$ cat src/rtl/latch_wr_if.sv
// Handshake and latch-bank signals between a write requester and latch_wr_ctrl.
interface latch_wr_if #(
   parameter int WIDTH = 8
);
   logic             REQ;
   logic [WIDTH-1:0] DIN;
   logic             ACK;
   logic             BUSY;
   logic [WIDTH-1:0] D;
   logic             EN;
   logic             nEN;

   modport master (output REQ, DIN, input ACK, BUSY, D, EN, nEN);
   modport slave  (input REQ, DIN, output ACK, BUSY, D, EN, nEN);
endinterface

$ cat src/rtl/latch_wr_ctrl.sv
// Write sequencer for a complementary-enable D latch bank: data is set up,
// the enable is pulsed, then data is held before completion is acknowledged.
//
// state   | meaning
// IDLE    | waiting for REQ, D holds last written word
// SETUP   | D stable, EN low, counting setup cycles
// OPEN    | EN high, latches transparent
// HOLD    | EN low again, D still held
// DONE    | one-cycle ACK pulse
module latch_wr_ctrl #(
   parameter int WIDTH = 8,
   parameter int SETUP = 1,
   parameter int PULSE = 2,
   parameter int HOLD  = 1
) (
   input  logic       CLK,
   input  logic       nRST,
   latch_wr_if.slave  bus
);

   typedef enum logic [2:0] {
      S_IDLE,
      S_SETUP,
      S_OPEN,
      S_HOLD,
      S_DONE
   } state_t;

   localparam logic [3:0] SETUP_M1 = 4'(SETUP - 1);
   localparam logic [3:0] PULSE_M1 = 4'(PULSE - 1);
   localparam logic [3:0] HOLD_M1  = 4'(HOLD - 1);

   state_t           state_q, state_d;
   logic [3:0]       cnt_q, cnt_d;
   logic [WIDTH-1:0] d_q, d_d;
   logic             en_q, en_d;
   logic             n_en_q, n_en_d;
   logic             ack_q, ack_d;
   logic             busy_q, busy_d;

   always_ff @(posedge CLK) begin
      if (!nRST) begin
         state_q <= S_IDLE;
         cnt_q   <= '0;
         d_q     <= '0;
         en_q    <= 1'b0;
         n_en_q  <= 1'b1;
         ack_q   <= 1'b0;
         busy_q  <= 1'b0;
      end else begin
         state_q <= state_d;
         cnt_q   <= cnt_d;
         d_q     <= d_d;
         en_q    <= en_d;
         n_en_q  <= n_en_d;
         ack_q   <= ack_d;
         busy_q  <= busy_d;
      end
   end

   always_comb begin
      state_d = state_q;
      cnt_d   = cnt_q;
      d_d     = d_q;
      en_d    = en_q;
      ack_d   = 1'b0;
      case (state_q)
         S_IDLE: begin
            if (bus.REQ) begin
               d_d     = bus.DIN;
               state_d = S_SETUP;
               cnt_d   = SETUP_M1;
            end
         end
         S_SETUP: begin
            if (cnt_q == 4'd0) begin
               state_d = S_OPEN;
               en_d    = 1'b1;
               cnt_d   = PULSE_M1;
            end else begin
               cnt_d = cnt_q - 4'd1;
            end
         end
         S_OPEN: begin
            if (cnt_q == 4'd0) begin
               state_d = S_HOLD;
               en_d    = 1'b0;
               cnt_d   = HOLD_M1;
            end else begin
               cnt_d = cnt_q - 4'd1;
            end
         end
         S_HOLD: begin
            if (cnt_q == 4'd0) begin
               state_d = S_DONE;
               ack_d   = 1'b1;
            end else begin
               cnt_d = cnt_q - 4'd1;
            end
         end
         S_DONE: begin
            state_d = S_IDLE;
         end
         default: begin
            state_d = S_IDLE;
            en_d    = 1'b0;
         end
      endcase
      // Both enables come from the same next-state value so they switch on one edge.
      n_en_d = ~en_d;
      busy_d = (state_d != S_IDLE);
   end

   assign bus.D    = d_q;
   assign bus.EN   = en_q;
   assign bus.nEN  = n_en_q;
   assign bus.ACK  = ack_q;
   assign bus.BUSY = busy_q;

endmodule

$ cat src/flat_wrapper.sv
// flat-port wrapper written by rule: the top's interface ports become plain ports
module latch_wr_ctrl_flat 
#(
   parameter int WIDTH = 8,
   parameter int SETUP = 1,
   parameter int PULSE = 2,
   parameter int HOLD  = 1
)
  (CLK, nRST, bus_REQ, bus_DIN, bus_ACK, bus_BUSY, bus_D, bus_EN, bus_nEN);
  latch_wr_if #(.WIDTH(WIDTH)) bus_i ();
  input  logic CLK;
  input  logic nRST;
  input wire logic [$bits(bus_i.REQ)-1:0] bus_REQ;
  input wire logic [$bits(bus_i.DIN)-1:0] bus_DIN;
  output wire logic [$bits(bus_i.ACK)-1:0] bus_ACK;
  output wire logic [$bits(bus_i.BUSY)-1:0] bus_BUSY;
  output wire logic [$bits(bus_i.D)-1:0] bus_D;
  output wire logic [$bits(bus_i.EN)-1:0] bus_EN;
  output wire logic [$bits(bus_i.nEN)-1:0] bus_nEN;
  assign bus_i.REQ = bus_REQ;
  assign bus_i.DIN = bus_DIN;
  assign bus_ACK = bus_i.ACK;
  assign bus_BUSY = bus_i.BUSY;
  assign bus_D = bus_i.D;
  assign bus_EN = bus_i.EN;
  assign bus_nEN = bus_i.nEN;
  latch_wr_ctrl #(.WIDTH(WIDTH), .SETUP(SETUP), .PULSE(PULSE), .HOLD(HOLD)) u_core (.CLK(CLK), .nRST(nRST), .bus(bus_i));
endmodule
$ cat config.mk
export PLATFORM = sky130hd
export DESIGN_NAME = latch_wr_ctrl_flat
export DESIGN_NICKNAME = d
export VERILOG_FILES = /design/src/rtl/latch_wr_if.sv /design/src/rtl/latch_wr_ctrl.sv /design/src/flat_wrapper.sv
export SDC_FILE = /design/constraint.sdc
export NUM_CORES = 1
export LEC_CHECK = 0
export CAP_MARGIN = 20
export CORE_UTILIZATION = 46
export DETAILED_ROUTE_END_ITERATION = 7
export GPL_TIMING_DRIVEN = 1
export PLACE_DENSITY = 0.76
export SLEW_MARGIN = 10
export SYNTH_ARGS = -nofsm -noshare
export SYNTH_HDL_FRONTEND = slang
export SYNTH_SLANG_ARGS = --single-unit
$ cat constraint.sdc
create_clock -name CLK -period 2.2 [get_ports CLK]
set_clock_uncertainty 0.2 [all_clocks]
set_input_delay 0.55 -clock CLK [delete_from_list [all_inputs] [get_ports CLK]]
set_output_delay 0.55 -clock CLK [all_outputs]
set_load 0.01 [all_outputs]
==> results.ini <==
[logic_synthesis]
ys_seq_area_share_pct=43.80
synthSimpleGateAreaFrac_pct=26.22
synth_nets=113
synth_fa_ha_area_share_pct=2.882
synth.avg_cell_area_um2=8.683
synth.top_cell.area_share_pct=43.80
syn-instance-count=100
synth_warnings=0
yosys.area.top_type=dfxtp_1
synthTopCellsByArea=dfxtp_1, nand2_1, a21boi_0
synth_top_family_by_area=simple AND/OR/NAND/NOR gates
synth_cell_types=30
synthMuxAreaShare_pct=0
synth-compound-area-share_pct=21.04
ys_ff_latch=19
synth_xor_area_share_pct=2.017
syn-cell-area_um2=868.3

[power]
internal-power_mw=0.8702
p_per_area_mw_per_mm2=1237
p_comb_share_pct=50.5
irDropWorstVdd_uv=657.0
p_seq_share_pct=37.2
power_leakage_nw=0.4346
clock_power_share_pct=12.3
switching_share_pct=38.20
power.switching_mw=0.5379

[layout]
final_cell_mix=clkdlybuf4s50_1, nand2_1, dfxtp_1, nor2_1, a21boi_0
layout.nets=137
multi_input_area_um2=452.9
stdcell_area_mm2=0.001139
antenna-diode-count=0
final_common_cell=clkdlybuf4s50_1
layout-drive-gt1-share_pct=7.317
n_fill_cell=160
areaGrowthSynthToFinish_pct=31.12
regArea_um2=380.4

[sta]
hold_violations=0
fmax_mhz=509.9
finalSetupViolations=0
rsz0062_at_grt=false
drv_slew=0
fin_crit_sh_pct=89.14
slew_headroom_pct=70.41
tightest_slew_ps=443.2
fin_setup_tns_ps=0
finalCriticalPeriod_ps=1961

[clock_network]
worstSkewPairLatency_ps=300
cts_max_path_buffers=2
path_clk_slew_ps=100
cts_max_level=1
cts_hold_buf=0
cts_sinks=19
postCtsResizedCells=0
cts_tree=done
cts-root-buf=clkbuf_4
cts_made_buffers=3
cts_setup_buffers=0

[placement]
placed_cell_area_mm2=0.001111
io_buffers=22
finalWeightedCongestion=0.8023
hpwl_mm=1.234

[floorplanning]
initial_core_util_pct=49.75
die_h_um=45.45
fp-row-count=15
io_pins=23
die-width_um=45.45
dieArea_mm2=0.002065
design.core.area_mm2=0.001745

[global_routing]
grt_max_degree=14
grt.total_usage_pct=18.59
grt_pass1_wl_mm=2.663
grt-ovfl-total=0
grt_antenna_before_repair=0
grt_pass1_vias=623

[outcome]
status=complete, no violations

[setup_path]
cp-end-kind=flop
cpPeakStageDelay_ps=380
worst-path-max-fanout=6
required_ps=2240
crit_arrival_ps=2000
worst_path_max_delay_cell=dfxtp_1
path_cells=inv_1 > ha_1 > nor4bb_4 > a211o_1 > or3_1 > a21oi_1
critPathKind=reg2reg
reg2reg_depth=6
ff2ff_setup_slack_ps=240
r2r_start=u_core.cnt_q[0]
start_kind=flop
r2r_end=u_core.cnt_q[3]

[drt]
via_count=760
drt-total-wl_mm=1.656
vias_per_cell=5.135
drt_first_pass_iters=4
ant_nets=0
routedWlPerCell_um=11.19
drc=0
drtIter0Drc=9

[min_path]
min_from=u_core.bus.D[7]
hold_path_end=u_core.bus.D[7]
holdPathStages=2
hold_path.class=reg2reg

[run]
cap_violations=0

## synthesized netlist by cell type (all sizes together)
cell type  number
a211o           1
a21oi           5
o22ai           1
nor3            2
a211oi          2
nor2            8
or3b            1
nor3b           2
dfxtp          19
or3             2
o211ai          1
nor4bb          1
o21a            2
ha              2
a21boi          8
nand2b          4
and2            1
xnor2           2
clkbuf          2
inv             3
buf             3
a2111oi         1
o21ai           2
a21o            1
o31ai           1
nand2          20
nand3b          1
nor2b           2
## area by class of cell
class                      instances  area share, %
tap                               25          2.747
multi-input combinational         73          39.78
sequential                        19          33.41
timing repair buffer              24          20.66
clock inverter                     1         0.4396
inverter                           3         0.9890
clock buffer                       3          1.978
## power groups by stage
stage                     sequential (mW)  clock (mW)  combinational, mW
after floorplan                     0.526           0              0.508
after global placement              0.529           0              0.698
after detailed placement            0.532           0              0.708
after CTS                           0.524       0.184              0.716
after global routing                0.539       0.194              0.794
final                               0.524       0.174              0.711
## logic make-up (layout without fill, tap and decap cells)
group,count (synthesis),after routing
and+or+nand+nor,44,44
AOI/OAI and AO/OA,25,25
DFF,19,19
buffers and inverters,8,31
adders and majority gates,2,2
xor gates and xnor gates,2,2
## registers in the layout, indices dropped and copies added, names as in the netlist
register,cells
u_core.bus.nEN,1
u_core.state_q,3
u_core.bus.EN,1
u_core.bus.D,8
u_core.bus.ACK,1
u_core.bus.BUSY,1
u_core.cnt_q,4
## metrics by stage
stage	util, %	hold WS [ps]	instances	setup WS [ps]	total power, mW
CTS	65.23	273.8	148	232.0	1.424
finish	65.23	269.4	148	238.9	1.408
global placement	63.66	252.2	144	48.45	1.227
floorplan	-	242.1	100	389.3	1.034
global route	65.23	288.3	148	108.4	1.528
detailed placement	63.66	258.7	144	-32.77	1.241
## how the worst max path moves through the flow
stage                               start  depth (start not counted)               to  slack [ps]
final                     u_core.cnt_q[0]                          6  u_core.cnt_q[3]         240
after global routing      u_core.cnt_q[0]                          6  u_core.cnt_q[2]         110
after CTS                 u_core.cnt_q[0]                          6  u_core.cnt_q[3]         230
after detailed placement          bus_REQ                          5  u_core.cnt_q[3]         -30
after global placement            bus_REQ                          5  u_core.cnt_q[3]          50
after floorplan           u_core.cnt_q[0]                          6  u_core.cnt_q[3]         390
## critical path, delay by kind of cell, from the launching register on
kind / cells / cell delay (ps)
AO/OA/AOI/OAI: 2 / 450
adder cells (fa/ha/maj): 1 / 230
buffers and inverters: 1 / 90
flip-flops: 1 / 380
AND/OR/NAND/NOR: 2 / 550
## routing by layer
| layer | routed length [um] | up-vias | track usage (%) |
|---|---|---|---|
| met5 | 0 | - | 0 |
| met4 | 47 | 0 | 10.91 |
| met3 | 101 | 5 | 4.762 |
| met2 | 781 | 27 | 30.86 |
| met1 | 726 | 343 | 21.34 |
| li1 | - | 385 | - |
Power figures use the tool's default switching activity.
